[src/rtl/text_buffer_if.sv]
// text_buffer_if: command, display-read and status signals of the text buffer.
interface text_buffer_if #(parameter int AW = 6);
  logic          wr_en;
  logic [AW-1:0] wr_addr;
  logic [7:0]    wr_data;
  logic          put_en;
  logic [7:0]    put_data;
  logic          clr;
  logic          busy;
  logic [AW-1:0] rd_addr;
  logic [7:0]    rd_data;
  logic [AW-1:0] cursor;
  modport master (
    output wr_en, wr_addr, wr_data, put_en, put_data, clr, rd_addr,
    input  busy, rd_data, cursor
  );
  modport slave (
    input  wr_en, wr_addr, wr_data, put_en, put_data, clr, rd_addr,
    output busy, rd_data, cursor
  );
endinterface

[src/rtl/text_buffer.sv]
// text_buffer: character screen memory with direct writes, teletype cursor,
// clear and one-row scroll sweeps, and a registered display read port.
module text_buffer #(
  parameter int          COLS      = 16,
  parameter int          ROWS      = 4,
  parameter logic [7:0]  FILL_CHAR = 8'h20
) (
  input logic          clk,
  input logic          rst,
  text_buffer_if.slave bus
);
  localparam int N = COLS * ROWS;
  localparam int AW = $clog2(N);
  localparam logic [AW:0]   N_W       = (AW+1)'(N);
  localparam logic [AW-1:0] LAST_CELL = AW'(N - 1);
  localparam logic [AW-1:0] LAST_ROW  = AW'((ROWS - 1) * COLS);
  localparam logic [AW-1:0] COLS_W    = AW'(COLS);
  typedef enum logic [1:0] {IDLE, CLEAR, SCROLL} state_e;
  state_e        state_q, state_d;
  logic [AW-1:0] cnt_q, cnt_d, cursor_q, cursor_d, row_start, src, waddr;
  logic [7:0]    mem_q [N];
  logic [7:0]    rd_data_q, wdata;
  logic          we, last;
  assign row_start   = AW'((int'(cursor_q) / COLS) * COLS);
  assign src         = cnt_q + COLS_W;
  assign last        = cnt_q == LAST_CELL;
  assign bus.busy    = state_q != IDLE;
  assign bus.rd_data = rd_data_q;
  assign bus.cursor  = cursor_q;
  always_comb begin
    state_d  = state_q;
    cnt_d    = cnt_q;
    cursor_d = cursor_q;
    we       = 1'b0;
    waddr    = cnt_q;
    wdata    = FILL_CHAR;
    if (state_q == IDLE) begin
      if (bus.clr) begin
        state_d  = CLEAR;
        cursor_d = '0;
      end else if (bus.put_en) begin
        if (bus.put_data == 8'h0D) begin
          cursor_d = row_start;
        end else if (bus.put_data == 8'h0A) begin
          state_d  = cursor_q >= LAST_ROW ? SCROLL : IDLE;
          cursor_d = cursor_q >= LAST_ROW ? LAST_ROW : row_start + COLS_W;
        end else begin
          we       = 1'b1;
          waddr    = cursor_q;
          wdata    = bus.put_data;
          state_d  = cursor_q == LAST_CELL ? SCROLL : IDLE;
          cursor_d = cursor_q == LAST_CELL ? LAST_ROW : cursor_q + 1'b1;
        end
      end else if (bus.wr_en && {1'b0, bus.wr_addr} < N_W) begin
        we    = 1'b1;
        waddr = bus.wr_addr;
        wdata = bus.wr_data;
      end
    end else begin
      // one cell per cycle; scroll pulls from one row down until the last row
      we      = 1'b1;
      wdata   = (state_q == SCROLL && cnt_q < LAST_ROW) ? mem_q[src] : FILL_CHAR;
      cnt_d   = last ? '0 : cnt_q + 1'b1;
      state_d = last ? IDLE : state_q;
    end
  end
  always_ff @(posedge clk) begin
    if (rst) begin
      state_q   <= CLEAR;
      cnt_q     <= '0;
      cursor_q  <= '0;
      rd_data_q <= 8'h00;
    end else begin
      state_q   <= state_d;
      cnt_q     <= cnt_d;
      cursor_q  <= cursor_d;
      rd_data_q <= ({1'b0, bus.rd_addr} < N_W) ? mem_q[bus.rd_addr] : FILL_CHAR;
    end
  end
  always_ff @(posedge clk) begin
    if (we && !rst) mem_q[waddr] <= wdata;
  end
endmodule

[src/flat_wrapper.sv]
// flat-port wrapper written by rule: the top's interface ports become plain ports
module text_buffer_flat 
#(
  parameter int          COLS      = 16,
  parameter int          ROWS      = 4,
  parameter logic [7:0]  FILL_CHAR = 8'h20
)
  (clk, rst, bus_wr_en, bus_wr_addr, bus_wr_data, bus_put_en, bus_put_data, bus_clr, bus_rd_addr, bus_busy, bus_rd_data, bus_cursor);
  text_buffer_if #(.AW(6)) bus_i ();
  input logic clk;
  input logic rst;
  input wire logic [$bits(bus_i.wr_en)-1:0] bus_wr_en;
  input wire logic [$bits(bus_i.wr_addr)-1:0] bus_wr_addr;
  input wire logic [$bits(bus_i.wr_data)-1:0] bus_wr_data;
  input wire logic [$bits(bus_i.put_en)-1:0] bus_put_en;
  input wire logic [$bits(bus_i.put_data)-1:0] bus_put_data;
  input wire logic [$bits(bus_i.clr)-1:0] bus_clr;
  input wire logic [$bits(bus_i.rd_addr)-1:0] bus_rd_addr;
  output wire logic [$bits(bus_i.busy)-1:0] bus_busy;
  output wire logic [$bits(bus_i.rd_data)-1:0] bus_rd_data;
  output wire logic [$bits(bus_i.cursor)-1:0] bus_cursor;
  assign bus_i.wr_en = bus_wr_en;
  assign bus_i.wr_addr = bus_wr_addr;
  assign bus_i.wr_data = bus_wr_data;
  assign bus_i.put_en = bus_put_en;
  assign bus_i.put_data = bus_put_data;
  assign bus_i.clr = bus_clr;
  assign bus_i.rd_addr = bus_rd_addr;
  assign bus_busy = bus_i.busy;
  assign bus_rd_data = bus_i.rd_data;
  assign bus_cursor = bus_i.cursor;
  text_buffer #(.COLS(COLS), .ROWS(ROWS), .FILL_CHAR(FILL_CHAR)) u_core (.clk(clk), .rst(rst), .bus(bus_i));
endmodule
[config.mk]
export PLATFORM = sky130hd
export DESIGN_NAME = text_buffer_flat
export DESIGN_NICKNAME = d
export VERILOG_FILES = /design/src/rtl/text_buffer_if.sv /design/src/rtl/text_buffer.sv /design/src/flat_wrapper.sv
export SDC_FILE = /design/constraint.sdc
export NUM_CORES = 1
export LEC_CHECK = 0
export CORE_MARGIN = 3
export CORE_UTILIZATION = 51
export DETAILED_ROUTE_END_ITERATION = 8
export HOLD_SLACK_MARGIN = 0.05
export PLACE_DENSITY = 0.66
export SLEW_MARGIN = 20
export SYNTH_ARGS = -nofsm -noshare
export SYNTH_HDL_FRONTEND = slang
export SYNTH_SLANG_ARGS = --single-unit
[constraint.sdc]
create_clock -name clk -period 7.4 [get_ports clk]
set_input_delay 2.22 -clock clk [delete_from_list [all_inputs] [get_ports clk]]
set_output_delay 2.22 -clock clk [all_outputs]
set_load 0.005 [all_outputs]
; Word-level counts from Yosys, hierarchy flattened
; Memory sizes are Yosys's and may differ from the RTL's. A register that Yosys moved wholly into a read port is not among the register bits.
; Index checks and enable logic that the tools add are counted.
[word_totals]
reg_bits = 14
ramBits = 512
input_bits = 33
word_cells = 65
mem_count = 1
[classes]
add_sub_neg = 4
magnitude_cmp = 2
n_eq_ne = 8
n_mux = 36
n_reduce_logical = 10
[mem_list]
columns = name, words, word_bits, read_ports, rd_ports_with_merged_regs, wr, line_no
row1 = u_core.mem_q, 64, 8, 2, 1, 1, text_buffer.sv:21  ; logic [7:0] mem_q [N];
[ops]
columns = cell, count
row1 = $mux 6, 13
row2 = $mux 8, 7
row3 = $eq 8x4->1 const B, 2
row4 = $mux 2, 8
row5 = $add 6x1->6 const B, 2
row6 = $add 6x5->6 const B, 2
row7 = $eq 6x6->1 const B, 2
row8 = $mux 1, 8
row9 = $ge 6x6->1 const B, 1
row10 = $lt 6x6->1 const B, 1
row11 = $ne 3x3->1 const B, 2
row12 = $reduce_and 3->1, 2
row13 = $reduce_bool 2->1, 3
row14 = $eq 2x2->1 const B, 1
row15 = $logic_and 1x1->1, 2
row16 = $logic_not 2->1, 1
row17 = $ne 2x2->1 const B, 1
row18 = $reduce_and 2->1, 1
row19 = $logic_not 1->1, 1

; Logic depth before layout (Yosys ltp)
; Gate-level depths: netlist (run 1).
[logic_depth]
word_depth = 9
ltp_mapped = 10
depth_no_buf = 7

; Least setup slack after synthesis (run 1)
; No wires, ideal clock.
[synth_path]
path_type = input to register
startpoint = input port bus_put_data[5]
endpoint = memory u_core.mem_q[0][5] (data pin)
t_arrival_ns = 5.877
slack_ns = 0.802
path_stages = 6
cell_sequence = nor4_2 o211a_1 nor3_1 inv_1 o22ai_1 a211oi_1
[synth_via]
elab_chain_cells = 6
word_cells_on_any_way = 7
classes_between = eq/ne (2) / mux (5)
[synth_rtl]
columns = item, line_no
row1 = from (decl), flat_wrapper.sv:16  ; input wire logic [$bits(bus_i.put_data)-1:0] bus_put_data;
row2 = $eq 8x4->1, text_buffer.sv:44  ; end else if (bus.put_data == 8'h0A) begin
row3 = $mux 8, text_buffer.sv:44
row4 = $mux 8 (*), text_buffer.sv:42  ; if (bus.put_data == 8'h0D) begin
row5 = $mux 8 (*), text_buffer.sv:41  ; end else if (bus.put_en) begin
row6 = $mux 8 (*), text_buffer.sv:38  ; if (bus.clr) begin
row7 = $mux 8 (*), text_buffer.sv:37  ; if (state_q == IDLE) begin
row8 = via u_core.wdata[5], text_buffer.sv:22  ; logic [7:0] rd_data_q, wdata;
row9 = to (decl), text_buffer.sv:21
; Mark *: on every way through the listed nets, which the timed path passes. The rest lies on a longest branch.

; Worst setup path after layout (run 1)
[layout_path]
startpoint = input port bus_clr
endpoint = memory u_core.mem_q[37][1], enable pin
[layout_via]
elab_chain_cells = 5
word_cells_on_any_way = 7
classes_between = mux (6) / reduce/logical (1)
[layout_rtl]
columns = item, line_no
row1 = from (decl), flat_wrapper.sv:17  ; input wire logic [$bits(bus_i.clr)-1:0] bus_clr;
row2 = $mux 1, text_buffer.sv:38
row3 = $mux 1, text_buffer.sv:37
row4 = $logic_and 1x1->1, text_buffer.sv:81  ; if (we && !rst) mem_q[waddr] <= wdata;
row5 = $mux 1, text_buffer.sv:81
row6 = $mux 1 (implied by the code), text_buffer.sv:81
; Parallel ways exist; a longest one is shown, timed or not.

==> results of run 1 <==
==> cells by family after synthesis <==
kind of cell | after synthesis | synth area share
AO/OA/AOI/OAI | 179 | 0.0492
XOR/XNOR | 5 | 0.00174
adder cells (fa/ha/maj) | 3 | 0.00149
buffers and inverters | 107 | 0.0184
flip-flops | 534 | 0.627
multiplexers | 355 | 0.264
AND/OR/NAND/NOR | 207 | 0.0381
==> flip-flops by register name, summed over array words and instances (netlist names) <==
signal              flops
u_core.mem_q          512
u_core.cnt_q            6
u_core.bus.cursor       6
u_core.bus.rd_data      8
u_core.state_q          2
==> power groups by stage <==
stage | clock [mW] | sequential, mW | combinational [mW]
2_1_floorplan | 0 | 3.34 | 0.298
3_3_place_gp | 0 | 3.37 | 0.434
3_5_place_dp | 0 | 3.37 | 0.434
4_1_cts | 2.66 | 3.30 | 0.435
5_1_grt | 2.80 | 3.30 | 0.456
6_report | 2.64 | 3.30 | 0.437
==> area by class of cell <==
| cell class | count | share of cell area |
|---|---|---|
| Sequential cell | 534 | 0.558 |
| Tap cell | 656 | 0.0289 |
| Multi-Input combinational cell | 749 | 0.316 |
| Timing Repair Buffer | 119 | 0.0366 |
| Inverter | 8 | 0.00106 |
| Clock buffer | 70 | 0.0520 |
| Clock inverter | 32 | 0.00807 |
==> metrics by stage <==
stage / utilization / cells / power (mW) / hold slack (ns) / instance area (µm²)
finish: 0.588 / 2168 / 6.38 / 0.559 / 28400
detailed placement: 0.553 / 2066 / 3.80 / 0.532 / 26700
floorplan: - / 1390 / 3.64 / 0.487 / 25200
CTS: 0.588 / 2168 / 6.40 / 0.542 / 28400
global route: 0.588 / 2168 / 6.56 / 0.584 / 28400
global placement: 0.553 / 2066 / 3.80 / 0.541 / 26700
==> cell usage after synthesis (all sizes together), types with 4 or more instances <==
master	instances
a211oi	6
o211ai	11
nor2	92
mux2	4
mux4	247
nor3	4
edfxtp	512
a221o	5
dfxtp	22
clkbuf	43
nand4	10
nand3b	5
a31oi	5
and3	7
a22oi	22
o21ai	27
o22ai	7
a21oi	47
o221ai	23
mux2i	104
a221oi	6
buf	56
inv	7
or3	4
nor2b	9
nand3	22
nand2	40
==> worst reg2reg max path, delay by kind of cell, from the launching register on <==
| kind | cells | cell delay, ns |
|---|---|---|
| AOI/OAI and AO/OA | 3 | 0.62 |
| and+or+nand+nor | 3 | 1.65 |
| buffers and inverters | 2 | 1.00 |
| DFF | 1 | 0.79 |
==> how the worst min path moves through the flow <==
stage                      startpoint                end  slack (ns)  cells past startpoint
global placement    u_core.state_q[1]  u_core.state_q[1]        0.54                      2
detailed placement  u_core.state_q[1]  u_core.state_q[1]        0.53                      2
floorplan           u_core.state_q[1]  u_core.state_q[1]        0.49                      2
global route        u_core.state_q[1]  u_core.state_q[1]        0.58                      2
finish              u_core.state_q[1]  u_core.state_q[1]        0.56                      2
CTS                 u_core.state_q[1]  u_core.state_q[1]        0.54                      2
==> cell usage in the layout, fill, tap and decap left out, types with 4 or more instances in the layout <==
| cell type | netlist | routed |
|---|---|---|
| clkinv_2 | 0 | 9 |
| a22oi_1 | 22 | 22 |
| o221ai_1 | 23 | 23 |
| nand3_1 | 22 | 22 |
| buf_4 | 2 | 71 |
| mux4_2 | 247 | 247 |
| a221oi_1 | 5 | 5 |
| a21oi_1 | 47 | 47 |
| a221o_1 | 5 | 5 |
| nand4_1 | 10 | 10 |
| nand3b_1 | 5 | 5 |
| clkinv_1 | 1 | 11 |
| or3_1 | 4 | 4 |
| a211oi_1 | 6 | 5 |
| nor2b_1 | 9 | 8 |
| nor3_1 | 4 | 4 |
| mux2_2 | 4 | 4 |
| o22ai_1 | 7 | 7 |
| o211ai_1 | 10 | 10 |
| clkbuf_16 | 0 | 57 |
| dfxtp_1 | 22 | 19 |
| o21ai_0 | 27 | 27 |
| clkinvlp_4 | 0 | 8 |
| clkdlybuf4s50_1 | 0 | 44 |
| a31oi_1 | 5 | 5 |
| clkbuf_1 | 43 | 13 |
| inv_1 | 7 | 7 |
| nor2_1 | 91 | 91 |
| nand2_1 | 40 | 38 |
| and3_1 | 7 | 7 |
| mux2i_1 | 104 | 104 |
| edfxtp_1 | 512 | 512 |
==> metal layers <==
metal	share of wire	track usage
met5	0	0
met4	0.031	0.0866
met3	0.11	0.0633
met2	0.45	0.414
met1	0.41	0.425
==> out/results.txt, run 1 <==
period utilization - 0.759
initial drt markers - 2301
gr usage total - 0.282
WS Path Type - in -> reg
first-pass GRT wire length - 107000 µm
Die Ht - 228 µm
I/O pin count - 48
Leakage - 8.13 nW
Data arrival, critical path - 5.84 ns
clock buffer depth - 3
Yosys warning total - 0
max cap viols - 0
reg2reg end - u_core.mem_q[7][1]
Internal - 4.95 mW
FF+latch area - 15800 µm²
maximum fanout along the worst path - 11
Seq/Total Area, Yosys - 0.627
Cell Area, Synth - 25200 µm²
Post-layout nets - 1503
most area-consuming cells after synthesis - edfxtp_1, mux4_2, mux2i_1
Synth area leader - edfxtp_1
Tmin final - 5.61 ns
switching share of power - 0.224
clock skew - 0.0208 ns
clock power share - 0.414
CP Launch Type - primary input
Final GP Congestion - 0.923
Mapped Nets - 1426
fmax - 0.178 GHz
DR pass1 iterations - 5
Reg clk slew, reported paths - 0.06 ns
WL/cell - 33.7 µm
num rows - 80
r2r worst-path depth - 8
CTS root buf - clkbuf_16
Place WS - 1.23 ns
post-route ant nets - 0
Most used DFF post-synth - edfxtp_1
pins over their slew limit - 0
Crit. End Element - register
Top delay family on crit path - simple AND/OR/NAND/NOR gates
post-synthesis cell type count - 56
R2R setup slack - 3.05 ns
ys async rst share - 0
Syn Area/Cell - 18.1 µm²
sw power - 1.43 mW
largest net degree at the start of global routing - 73
EDFF count, synth - 512
status - finished, final reports clean
wirelength, routed - 73000 µm
Starting Density - 0.523
#FFs+latches synth - 534
WP buf/inv - 1
area of the multi-input gates - 8960 µm²
Comb pwr share - 0.068
critical path depth - 7
vias in the first global route - 14781
fillcell total - 3624
max_slew headroom - 0.208
slowest stage delay, CP - 0.81 ns
endpoints failing setup - 0
Layout area overhead - 12.6%
worst-path cell with the longest stage delay - nor2_1
CTS resizes - 0
fin worst setup slack - 1.79 ns
ANT cells - 0
clock latency on the worst-skew pair - 0.61 ns
Vias/cell - 6.98
Synth Instances - 1390
grt ovf - 0
# Post-CTS Setup Buffers - 0
Final Hold Fails - 0
CP Capture Point - u_core.mem_q[37][1]
Pwr Density - 225 nW/µm²
Peak VDD IR - 0.000177 V
CTS tree - built
I/O Buffers - 47
Min-Delay Path Class - reg -> reg
core area - 48200 µm²
Die X - 228 µm
Flop pwr share - 0.517
clock sink total - 534
DRC violations left - 0
hold buffer count at cts - 0
DR vias - 15142
Slew @ Worst Pin - 1.18 ns
crit-path cells - clkdlybuf4s50_1 > or3_1 > nor2_2 > o22ai_1 > a2111oi_2 > nand3_1 > nor2_1
share of the synthesized area in the top cell type - 0.610
initial antenna violation count - 1
Die Footprint - 52100 µm²
RR Startpoint - u_core.cnt_q[2]
RSZ-0062 raised after global routing - false
H-tree depth - 2
layout cells sized above 1 - 0.280
Critical Path RT - 7.62 ns
CTS buffer count - 55
crit path launch - bus_clr
detailed placement HPWL - 48800 µm
setup_tns - 0 ns
Note: power is estimated with default switching activity, not from simulation.
==> run 2: changes to the inputs <==
Settings changed: PLACE_DENSITY 0.66 to 0.69.
Clock period 7.4 ns to 4.6 ns, I/O delays scaled along.
==> run 2 against run 1 <==
Net effect:
- routed wire length is 2.2% higher
- clock skew grew 0.0018 ns
- cell count increased by 4.0%
- hold slack gained 0.0029 ns
- combinational power increased by 71%
- core utilization increased by 1.7 points
- first-iteration DRC count grew 9.1%
- die area did not move
- sequential power up 61%
- register-to-register slack lost 2.2 ns
- sequential share of layout area down 1.5 points
- via count up 2.7%
- largest power group unchanged
- highest routed layer unchanged
==> out/results.txt, run 2 (same netlist as run 1, synthesis figures left out) <==
I/O Buffers - 47
Final Hold Fails - 0
Critical Path RT - 4.91 ns
grt ovf - 0
WP buf/inv - 4
final core utilization - 0.605
num rows - 80
total power draw - 10.3 mW
initial drt markers - 2510
Largest Register - u_core.mem_q
Crit. End Element - register
clock buffer depth - 3
Top delay family on crit path - buffers and inverters
clock skew - 0.0226 ns
Peak VDD IR - 0.000292 V
max_slew headroom - 0.452
Tmin final - 4.10 ns
RSZ-0062 raised after global routing - false
Pwr Density - 355 nW/µm²
ANT cells - 0
DR pass1 iterations - 5
WS Path Type - in -> reg
r2r worst-path depth - 7
CTS resizes - 0
first-pass GRT wire length - 110000 µm
wirelength, routed - 74600 µm
Post-layout nets - 1593
period utilization - 0.892
CTS root buf - clkbuf_16
I/O pin count - 48
slowest stage delay, CP - 0.52 ns
fmax - 0.244 GHz
CP Launch Type - primary input
status - finished, final reports clean
Die Footprint - 52100 µm²
Leakage - 8.66 nW
most used cell, CP - buf_4
clock sink total - 534
Reg clk slew, reported paths - 0.06 ns
Min-Delay Path Class - reg -> reg
# Post-CTS Setup Buffers - 0
gr usage total - 0.288
layout cells sized above 1 - 0.321
pins over their slew limit - 0
critical path depth - 10
hold buffer count at cts - 0
max cap viols - 0
Slew @ Worst Pin - 0.819 ns
Die X - 228 µm
Vias/cell - 6.90
vias in the first global route - 15514
core area - 48200 µm²
Layout area overhead - 15.7%
maximum fanout along the worst path - 8
post-route ant nets - 0
largest net degree at the start of global routing - 65
Final GP Congestion - 0.979
max FFs per register - 512
initial antenna violation count - 0
detailed placement HPWL - 51100 µm
CTS tree - built
Hold Crit Depth - 2
Starting Density - 0.523
crit-path cells - clkdlybuf4s50_1 > nor3b_1 > buf_4 > o211a_1 > o21ai_0 > a31oi_1 > nand3_1 > buf_4 > nor2_1 > buf_4
H-tree depth - 2
endpoints failing setup - 0
Data arrival, critical path - 4.41 ns
worst-path cell with the longest stage delay - clkdlybuf4s50_1
DR vias - 15558
CTS buffer count - 52
final hold slack - 0.562 ns
DRC violations left - 0
setup_tns - 0 ns
Die Ht - 228 µm
clock latency on the worst-skew pair - 0.60 ns
most frequent cells in the layout - edfxtp_1, mux4_2, buf_4, mux2i_1, nor2_1
commonest non-fill, non-tap cell in the layout - edfxtp_1
WL/cell - 33.1 µm
-- run 2: cell count changes in the layout (fill, tap and decap cells not counted) --
cell,change
clkbuf_16,-4
bufinv_16,+3
clkinv_4,+1
clkinvlp_4,-4
buf_4,+86
clkinv_2,-3
inv_6,-1
clkbuf_1,-3
clkbuf_8,+6
buf_12,+7
clkinv_1,-1
-- run 2: through the flow --
| step | setup WS [ns] | std cells | area (µm²) |
|---|---|---|---|
| after floorplan | 0.104 | 1390 | 25200 |
| after global placement | 0.0538 | 2159 | 27500 |
| after detailed placement | -0.00426 | 2159 | 27500 |
| after CTS | 0.618 | 2255 | 29200 |
| after global routing | 0.448 | 2255 | 29200 |
| final | 0.497 | 2255 | 29200 |
-- run 2: per-layer routing --
layer / track usage / vias to the layer above / part of all wire
met1: 0.410 / 8074 / 0.38
met4: 0.0943 / 0 / 0.034
li1: - / 6246 / -
met3: 0.0720 / 162 / 0.12
met5: 0 / - / 0
met2: 0.441 / 1076 / 0.46
-- run 2: area by class of cell --
type	count	area, µm²
well taps	656	821
multi-input cells	749	8960
inverters	8	30.0
clock buffers	69	1450
clock inverters	27	270
flip-flops and latches	534	15800
repair buffers	212	1820
fillers	3532	19100
-- run 2: report_power, final --
group          leakage, nW  total, mW  internal (mW)  switching, mW
logic                 3.58      0.748          0.344          0.404
registers             4.24       5.31           5.27         0.0421
clock network        0.829       4.29           2.49           1.80
-- run 2: path summary, 6_finish.rpt --
kind                                            end  slack (ns)               from
worst max register to register  u_core.mem_q[40][1]        0.85    u_core.cnt_q[0]
worst max-delay path            u_core.mem_q[23][4]        0.50    bus_put_data[1]
worst min-delay path              u_core.state_q[1]        0.56  u_core.state_q[1]
worst min register to register    u_core.state_q[1]        0.56  u_core.state_q[1]
-- run 2: tightest hold or removal path, delay by kind of cell (launching register included) --
| kind | cells | cell delay (ns) |
|---|---|---|
| flops | 1 | 0.38 |
| simple gates | 1 | 0.08 |
| compound gates | 1 | 0.05 |
==> run 3: changes to the inputs <==
Settings changed: CTS_BUF_LIST set to sky130_fd_sc_hd__clkbuf_8.
==> run 3 against run 2 <==
Net effect:
- routed wire length grew 0.39%
- worst setup slack gained 0.075 ns
- register-to-register slack lost 0.04 ns
- maximum frequency grew 1.9%
- total power shrank 2.7%
- critical path type unchanged
- highest routed layer unchanged
==> out/results.txt, run 3 (same netlist as run 1, synthesis figures left out) <==
status - finished, final reports clean
Slew @ Worst Pin - 0.792 ns
fin cells - 2315
layout cells sized above 1 - 0.332
sw power - 2.33 mW
WL/cell - 32.4 µm
I/O pin count - 48
commonest non-fill, non-tap cell in the layout - edfxtp_1
first-pass GRT wire length - 110000 µm
WS Path Type - in -> reg
fin worst setup slack - 0.572 ns
Die Footprint - 52100 µm²
RSZ-0062 raised after global routing - false
period utilization - 0.876
Cells after DPL - 2159
Largest Register - u_core.mem_q
initial antenna violation count - 0
Place WS - -0.00426 ns
Final Hold Fails - 0
Leakage - 8.77 nW
Reg clk slew, reported paths - 0.06 ns
Tmin final - 4.03 ns
num rows - 80
Crit. End Element - register
most frequent cells in the layout - edfxtp_1, mux4_2, buf_4, mux2i_1, clkbuf_8
fmax - 0.248 GHz
Placed Area - 27500 µm²
maximum fanout along the worst path - 8
Comb pwr share - 0.074
Flop pwr share - 0.527
initial drt markers - 2309
clock sink total - 534
# Post-CTS Setup Buffers - 0
final instance area - 29100 µm²
clock buffer depth - 3
Layout area overhead - 15.6%
final core utilization - 0.604
CP Launch Type - primary input
gr usage total - 0.289
CTS tree - built
CTS resizes - 0
fillcell total - 3551
I/O Buffers - 47
Peak VDD IR - 0.000155 V
largest net degree at the start of global routing - 65
core area - 48200 µm²
max cap viols - 0
Post-layout nets - 1627
grt ovf - 0
Data arrival, critical path - 4.40 ns
area of the multi-input gates - 8960 µm²
max FFs per register - 512
clock latency on the worst-skew pair - 0.68 ns
clock skew - 0.0312 ns
pins over their slew limit - 0
Die Ht - 228 µm
total power draw - 10.1 mW
clock power share - 0.399
Critical Path RT - 4.97 ns
DRC violations left - 0
vias in the first global route - 15815
max_slew headroom - 0.470
Min-Delay Path Class - reg -> reg
endpoints failing setup - 0
hold buffer count at cts - 0
switching share of power - 0.231
H-tree depth - 3
Starting Density - 0.523
ANT cells - 0
DR vias - 15742
Die X - 228 µm
Vias/cell - 6.80
CTS root buf - clkbuf_8
detailed placement HPWL - 51100 µm
wirelength, routed - 74900 µm
Internal - 7.74 mW
post-route ant nets - 0
Final GP Congestion - 0.979
FF+latch area - 15800 µm²
Pwr Density - 346 nW/µm²
CTS buffer count - 86
DR pass1 iterations - 8
## run 3: changes by cell type in the layout (fill, tap and decap cells not counted), sizes merged
cell,before,now
inv,7,32
clkbuf,70,100
clkinv,19,26
bufinv,5,3
## run 3: worst paths after layout
kind                                        start             endpoint  slack (ns)  cells after the start
worst min register to register  u_core.state_q[1]    u_core.state_q[1]        0.56                      2
worst max-delay path              bus_put_data[1]  u_core.mem_q[23][6]        0.57                     10
worst max register to register    u_core.cnt_q[0]  u_core.mem_q[51][1]        0.81                      7
worst min-delay path            u_core.state_q[1]    u_core.state_q[1]        0.56                      2
## run 3: cell type report
cell class	instances	area share
Clock buffer	99	0.0468
Clock inverter	57	0.0110
Inverter	8	0.00103
Multi-Input combinational cell	749	0.307
Sequential cell	534	0.543
Tap cell	656	0.0282
Timing Repair Buffer	212	0.0626
## run 3: critical path, cell delays in order
cell and delay (ns):
clkdlybuf4s50_1 0.52, nor3b_1 0.23, buf_4 0.17, o211a_1 0.26, o21ai_0 0.14, a31oi_1 0.48, nand3_1 0.50, buf_4 0.31
nor2_1 0.19, buf_4 0.22
## run 3: power by group through the flow
stage / registers [mW] / clock network, mW / logic (mW)
floorplan: 5.37 / 0 / 0.480
global placement: 5.41 / 0 / 0.732
detailed placement: 5.41 / 0 / 0.736
CTS: 5.31 / 4.07 / 0.740
global route: 5.31 / 4.31 / 0.776
finish: 5.31 / 4.01 / 0.747
## run 3: stage by stage
stage / hold WS [ns] / TNS [ns]
final: 0.563 / 0
after global routing: 0.589 / 0
after CTS: 0.551 / 0
after detailed placement: 0.545 / -0.0292
after global placement: 0.529 / 0
after floorplan: 0.487 / 0
## run 3: per-layer routing
metal,vias up,GRT usage,part of all wire
met5,-,0,0
met4,0,0.100,0.034
met3,163,0.0788,0.12
met2,1118,0.436,0.46
met1,8127,0.411,0.38
li1,6334,-,-
